==> src/rtl/self_destruct_ctrl.sv <==
`default_nettype none
// ============================================================================
//  Module      : self_destruct_ctrl
//  Description : Sequencing controller for the self-destruct countdown.
//                Arms on a 2-of-3 critical condition while in combat, runs a
//                thermometer-fill LED countdown, pauses (HOLD) when the
//                critical condition drops, aborts to SAFE, and fires when the
//                bar is full. All outputs are registered.
//                Optional feature macro: SELF_DESTRUCT_BLINK_EN (LED blinking
//                in COUNT and FIRE, driven by tick_blink).
//  Revision    : 1.0 - initial release
// ============================================================================
module self_destruct_ctrl #(
   parameter int ARM_TICKS  = 2,
   parameter int HOLD_TICKS = 3
) (
   input  logic       clk,
   input  logic       reset,
   input  logic       tick_1s,
   input  logic       tick_blink,
   input  logic       in_combat,
   input  logic       danger,
   input  logic       damaged,
   input  logic       immobilized,
   input  logic       abort,
   output logic [7:0] leds,
   output logic       fire,
   output logic [2:0] state,
   output logic       busy
);

   typedef enum logic [2:0] {
      S_IDLE   = 3'd0,
      S_ARMING = 3'd1,
      S_COUNT  = 3'd2,
      S_HOLD   = 3'd3,
      S_FIRE   = 3'd4,
      S_SAFE   = 3'd5
   } state_t;

   localparam int ARM_W  = (ARM_TICKS  > 1) ? $clog2(ARM_TICKS)  : 1;
   localparam int HOLD_W = (HOLD_TICKS > 1) ? $clog2(HOLD_TICKS) : 1;
   localparam logic [ARM_W-1:0]  ARM_LAST  = ARM_W'(ARM_TICKS - 1);
   localparam logic [HOLD_W-1:0] HOLD_LAST = HOLD_W'(HOLD_TICKS - 1);

   state_t            state_q, state_d;
   logic [7:0]        pattern_q, pattern_d;
   logic [ARM_W-1:0]  arm_cnt_q, arm_cnt_d;
   logic [HOLD_W-1:0] hold_cnt_q, hold_cnt_d;
   logic              fire_q, fire_d;
   logic [7:0]        leds_q, leds_d;
   logic              busy_q, busy_d;
   logic              phase_d;
   logic              crit;

   // Majority vote of the three hazard flags (inputs are already synchronous).
   assign crit = (danger & damaged) | (danger & immobilized) | (damaged & immobilized);

   // Next-state, countdown pattern and counters.
   always_comb begin
      state_d    = state_q;
      pattern_d  = pattern_q;
      arm_cnt_d  = arm_cnt_q;
      hold_cnt_d = hold_cnt_q;
      fire_d     = fire_q;
      case (state_q)
         S_IDLE: begin
            pattern_d = 8'h00;
            if (in_combat && crit && !abort) begin
               state_d   = S_ARMING;
               arm_cnt_d = '0;
            end
         end
         S_ARMING: begin
            if (abort) begin
               state_d   = S_SAFE;
               pattern_d = 8'h00;
            end else if (!in_combat || !crit) begin
               state_d   = S_IDLE;
            end else if (tick_1s) begin
               if (arm_cnt_q == ARM_LAST) begin
                  state_d   = S_COUNT;
                  pattern_d = 8'h01;
               end else begin
                  arm_cnt_d = arm_cnt_q + ARM_W'(1);
               end
            end
         end
         S_COUNT: begin
            if (abort || !in_combat) begin
               state_d   = S_SAFE;
               pattern_d = 8'h00;
            end else if (!crit) begin
               // Pattern freezes; a coincident tick is intentionally dropped.
               state_d    = S_HOLD;
               hold_cnt_d = '0;
            end else if (tick_1s) begin
               if (pattern_q == 8'hFF) begin
                  state_d = S_FIRE;
                  fire_d  = 1'b1;
               end else begin
                  pattern_d = {pattern_q[6:0], 1'b1};
               end
            end
         end
         S_HOLD: begin
            if (abort || !in_combat) begin
               state_d   = S_SAFE;
               pattern_d = 8'h00;
            end else if (crit) begin
               // Resume without advancing, even if a tick arrives now.
               state_d = S_COUNT;
            end else if (tick_1s) begin
               if (hold_cnt_q == HOLD_LAST) begin
                  state_d   = S_SAFE;
                  pattern_d = 8'h00;
               end else begin
                  hold_cnt_d = hold_cnt_q + HOLD_W'(1);
               end
            end
         end
         S_FIRE: begin
            fire_d    = 1'b1;
            pattern_d = 8'hFF;
         end
         S_SAFE: begin
            pattern_d = 8'h00;
            // Combat must end before the controller can re-arm.
            if (!in_combat && !abort) begin
               state_d = S_IDLE;
            end
         end
         default: begin
            state_d   = S_IDLE;
            pattern_d = 8'h00;
         end
      endcase
   end

`ifdef SELF_DESTRUCT_BLINK_EN
   logic phase_q;

   // Blink phase toggles only while counting or fired; elsewhere it is held on.
   always_comb begin
      phase_d = 1'b1;
      if (state_q == S_COUNT || state_q == S_FIRE) begin
         phase_d = tick_blink ? ~phase_q : phase_q;
      end
   end

   // Blink phase register.
   always_ff @(posedge clk or negedge reset) begin
      if (!reset) begin
         phase_q <= 1'b1;
      end else begin
         phase_q <= phase_d;
      end
   end
`else
   logic unused_tick_blink;
   assign unused_tick_blink = tick_blink;
   assign phase_d           = 1'b1;
`endif

   // Output values computed from the next state so the flops show them directly.
   always_comb begin
      leds_d = pattern_d & {8{phase_d}};
      busy_d = (state_d == S_ARMING) || (state_d == S_COUNT) || (state_d == S_HOLD);
   end

   // State and output registers with asynchronous active-low reset.
   always_ff @(posedge clk or negedge reset) begin
      if (!reset) begin
         state_q    <= S_IDLE;
         pattern_q  <= 8'h00;
         arm_cnt_q  <= '0;
         hold_cnt_q <= '0;
         fire_q     <= 1'b0;
         leds_q     <= 8'h00;
         busy_q     <= 1'b0;
      end else begin
         state_q    <= state_d;
         pattern_q  <= pattern_d;
         arm_cnt_q  <= arm_cnt_d;
         hold_cnt_q <= hold_cnt_d;
         fire_q     <= fire_d;
         leds_q     <= leds_d;
         busy_q     <= busy_d;
      end
   end

   assign leds  = leds_q;
   assign fire  = fire_q;
   assign state = state_q;
   assign busy  = busy_q;

endmodule
`default_nettype wire
==> config.mk <==
export PLATFORM = sky130hd
export DESIGN_NAME = self_destruct_ctrl
export DESIGN_NICKNAME = d
export VERILOG_FILES = /design/src/rtl/self_destruct_ctrl.sv
export SDC_FILE = /design/constraint.sdc
export NUM_CORES = 1
export LEC_CHECK = 0
export BUFFER_PORTS_ARGS = -buffer_cell sky130_fd_sc_hd__clkbuf_2
export CAP_MARGIN = 20
export CORE_MARGIN = 4
export CORE_UTILIZATION = 45
export CTS_CLUSTER_DIAMETER = 100
export DETAILED_ROUTE_END_ITERATION = 10
export MAX_ROUTING_LAYER = met4
export PLACE_DENSITY = 0.71
export SKIP_LAST_GASP = 1
export SYNTH_ARGS = -nofsm -noshare
export SYNTH_HDL_FRONTEND = slang
export SYNTH_SLANG_ARGS = --single-unit
export TNS_END_PERCENT = 100
==> constraint.sdc <==
create_clock -name clk -period 2.1 [get_ports clk]
set_clock_uncertainty 0.05 [all_clocks]
set_input_delay 0.315 -clock clk [delete_from_list [all_inputs] [get_ports clk]]
set_output_delay 0.315 -clock clk [all_outputs]
set_load 0.05 [all_outputs]
Yosys cells after proc, flatten, opt, wreduce, memory -nomap -nowiden
Cells that the tools add are included.

operators by class
  add/subtract/negate cells = 2
  eq/ne operators = 32
  mux-type cells = 46
  bitwise logic cells = 5
  reductions and logical operators = 18

operator list
  cell                 number
  $mux 8               12
  $mux 3               14
  $pmux 8 s4           1
  $ne 3x3->1 const B   9
  $ne 2x2->1 const B   13
  $pmux 3 s6           1
  $eq 3x2->1 const B   4
  $mux 2               6
  $reduce_and 5->1     2
  $mux 1               9
  $reduce_and 9->1     1
  $eq 8x8->1 const B   1
  $reduce_and 7->1     1
  $eq 3x1->1 const B   2
  $eq 3x3->1 const B   2
  $reduce_bool 2->1    3
  $logic_or 1x1->1     4
  $pmux 1 s2           2
  $pmux 2 s2           1
  $and 1x1->1          3
  $logic_and 1x1->1    3
  $logic_not 1->1      3
  $logic_not 3->1      1
  $add 2x1->2 const B  1
  other kinds (3)      4

storage, ports and cells
  flip-flop bits (word level) = 16
  bits of input ports = 9
  output and inout bits = 13
  logic and storage cells = 109

Depth between registers and ports, before layout
  depth in word-level cells = 11
  mapped depth = 7
  gate-level depth less buffers = 7

Least setup slack after synthesis
OpenSTA, ideal clock, no wires.

  path type = register -> register
  start = reg state_q[1] (netlist: state[1])
  end = reg leds_q[0] (netlist: leds[0])
  library setup time = 0.125 ns
  arrival = 1.887 ns
  data required time = 1.925 ns
  path slack = 0.038 ns
  cell stages (with the launch flop) = 7
  buffers on the path = 1
  clock period less this slack = 2.062 ns
  cell sequence = dfrtp_1 buf_6 or4b_4 o21ai_2 nand2_2 o21ai_4 mux2_4

between the ends
  word-level cells in the longest chain between the ends = 3
  elaborated cells on any way between the ends = 15
  those cells by class = eq/ne (13); mux (1); reduce/logical (1)

RTL lines
  item                                      RTL line  RTL
  start, declared                           46        state_t state_q, state_d;
  start signal, assigned                    182       state_q <= state_d;
  $eq 3x2->1 or $eq 3x1->1 (tied branches)  66        case (state_q)
  $ne 3x3->1 (no source line)               -
  $reduce_and 9->1 (no source line)         -
  end signal, assigned                      187       leds_q <= leds_d;
  end, declared                             51        logic [7:0] leds_q, leds_d;

Parallel ways exist; a longest one is shown, timed or not.
A chain may end at the register's enable or synchronous reset.

Final worst setup path
  start = reg state_q[2] (netlist: state[2])
  end = reg leds_q[0] (netlist: leds[0])

Same word-level chain as after synthesis.

==> reports/results.ini <==
[setup_path]
worstSetupStartpointType=flop
critPathLaunch=state[2]$_DFF_PN0_
worst_ep_arrival_time_ps=1930
end_kind=flop
critPathKind=reg -> reg
timing.rr.start=state[2]$_DFF_PN0_
critPathRequiredTime_ps=2230
path_max_fanout=8

[timing]
worstMarginPinSlew_ps=389.5
period_minus_slack_ps=1801
hold_viol_final=0
maxSlewHeadroom_pct=73.94
finalSetupTns_ps=0
period_share_pct=85.77
rsz0062_at_grt=false
finalMaxSlewViolations=0
finalSetupViolations=0
max_freq_ghz=0.5552

[power_and_ir_drop]
power_w=0.001612
power_leakage_nw=0.5157
vdd_drop_max_mv=0.5746
power_density_mw_per_mm2=1408

[final_layout]
n_antenna_cell=0
area_growth_pct=15.97
fin_nets=140
multiInputGateArea_um2=499.2
fillCellCount=179
drive_gt1_share_pct=28.13
regArea_um2=400.4

[grt]
grt_max_degree=17
grt_pass1_wl_um=3456
antenna_found_initial=0
grt_pass1_vias=822
track_usage_pct=16.64
overflow=0

[yosys]
synth_fp_nets=116
yosysUniqueCellTypes=35
synth_area_um2=987.2
ys_top_cells_by_area=dfrtp_1 (41%), mux2i_1 (7.1%), a21oi_1 (5.6%), inv_1 (4.2%), nand4_1 (3.2%)
synthCells=106
ys_ff_latch=16
synth_warnings=0
yosys.area.top_type=dfrtp_1
avgSynthCellArea_um2=9.313
synth.top_cell.area_share_pct=40.56
yosysSeqAreaShare_pct=40.56

[floorplanning]
initial_core_util_pct=48.82
placementRows=16
die_height_um=54.84
die_area_mm2=0.003007
die_width_um=54.84
core_region_area_mm2=0.002022
io_pins=22

[routing]
drc=0
ant_nets=0
wl_per_cell_um=14.03
drtIter0Drc=5
drtPass1Iterations=4
num_vias=854
totalWireLength_um=2175
vias_per_cell=5.510

[clocking]
h-tree-depth=1
postCtsSetupBuffers=0
cts_tree=built
numCtsBuffers=3
clock_latency_ps=280
cts_root_buf=clkbuf_4
cts_sinks=16
clock_path_buffers=2
clkSlewWorstSetupHoldPaths_ps=90

[place]
globalplace.congestion=0.8417
io_buffers=20
hpwl_um=1677

[job]
drv_cap=0

[outcome]
status=finished clean

[min_path]
worstHoldPathType=in -> async

==> cell usage after synthesis <==
master / n
buf_2: 4
o21ai_2: 1
mux2_4: 1
dfrtp_1: 16
a21boi_0: 1
maj3_2: 1
inv_1: 11
or2b_1: 1
or3b_1: 1
nand2_2: 1
nor3_1: 4
nor2b_1: 3
o22ai_1: 1
nand2_1: 6
a21oi_1: 11
mux2i_1: 7
ha_1: 1
and4b_2: 1
o311ai_0: 1
o21ai_4: 1
and2_1: 1
or4b_4: 1
nor2_1: 7
nand3_1: 2
o31ai_1: 2
o21bai_1: 1
nand4bb_1: 1
o21ai_0: 2
buf_6: 2
clkbuf_1: 1
a32oi_1: 1
mux2_2: 1
nor3b_1: 2
nand4_1: 5
a41oi_1: 3
==> power by group <==
group	internal [W]	switching, W
registers	0.000423	0.000102
clock network	0.0000665	0.0000879
logic	0.000272	0.000661
==> layer usage <==
| layer | vias up | global-route usage [%] | wire (um) |
|---|---|---|---|
| li1 | 426 | - | - |
| met1 | 411 | 18.43 | 984 |
| met2 | 15 | 27.76 | 1089 |
| met3 | 2 | 5.722 | 91 |
| met4 | 0 | 5.394 | 9 |
| met5 | - | - | 0 |
==> cells by family after synthesis <==
group,synth area share (%)
muxes,9.759
adders and majority gates,2.408
and+or+nand+nor,21.17
DFF,40.56
AOI/OAI and AO/OA,17.24
buffers and inverters,8.872
==> layout make-up <==
cell class / instances / area share, %
flip-flops and latches: 16 / 34.97
multi-input cells: 72 / 43.61
clock buffers: 3 / 1.967
repair buffers: 26 / 12.90
well taps: 27 / 2.951
inverters: 11 / 3.607
==> sequential cells by signal, indices dropped and copies added (netlist names) <==
register	count
busy	1
arm_cnt_q	1
hold_cnt_q	2
leds	8
fire	1
state	3
==> through the flow <==
stage	std cells	util [%]	setup WS (ps)	hold slack (ps)	area [um^2]
after floorplan	106	-	38.09	-30.59	987.2
after global placement	151	55.01	290.7	209.1	1112
after detailed placement	151	55.01	237.2	210.9	1112
after CTS	155	56.62	301.4	417.2	1145
after global routing	155	56.62	182.9	428.4	1145
final	155	56.62	298.9	425.6	1145
==> placed cells by master, fill, tap and decap left out, drive strengths merged, types with 2 or more instances in the layout <==
cell	count
o21ai	4
a21oi	11
buf	5
nand2	7
nand3	2
dfrtp	16
mux2i	7
nor2b	3
mux2	2
nor3b	2
a41oi	3
nor2	7
clkbuf	23
nor3	4
o31ai	2
nand4	5
inv	11
==> repair_timing <==
action | in CTS | in global routing
endpoints found under the hold margin | 16 | 0
resized for setup | 0 | 0
hold buffers | 1 | 0
==> worst max-delay path: stages (launching register included) <==
cell,delay (ps)
dfrtp_1,400
nand4bb_1,420
o21ai_2,260
nand2_2,90
o21ai_4,150
mux2_4,330
==> path summary, 6_finish.rpt <==
path,end,slack (ps),cells past startpoint
setup / recovery,leds[0]$_DFFE_PN0P_,300,5
hold / removal,leds[0]$_DFFE_PN0P_,430,2
setup reg to reg,leds[0]$_DFFE_PN0P_,300,5
hold reg to reg,fire$_DFFE_PN0P_,440,2
max in group asynchronous,state[0]$_DFF_PN0_,1280,2
min in group clk,fire$_DFFE_PN0P_,430,3
No activity file was read; power rests on OpenSTA's default activity.
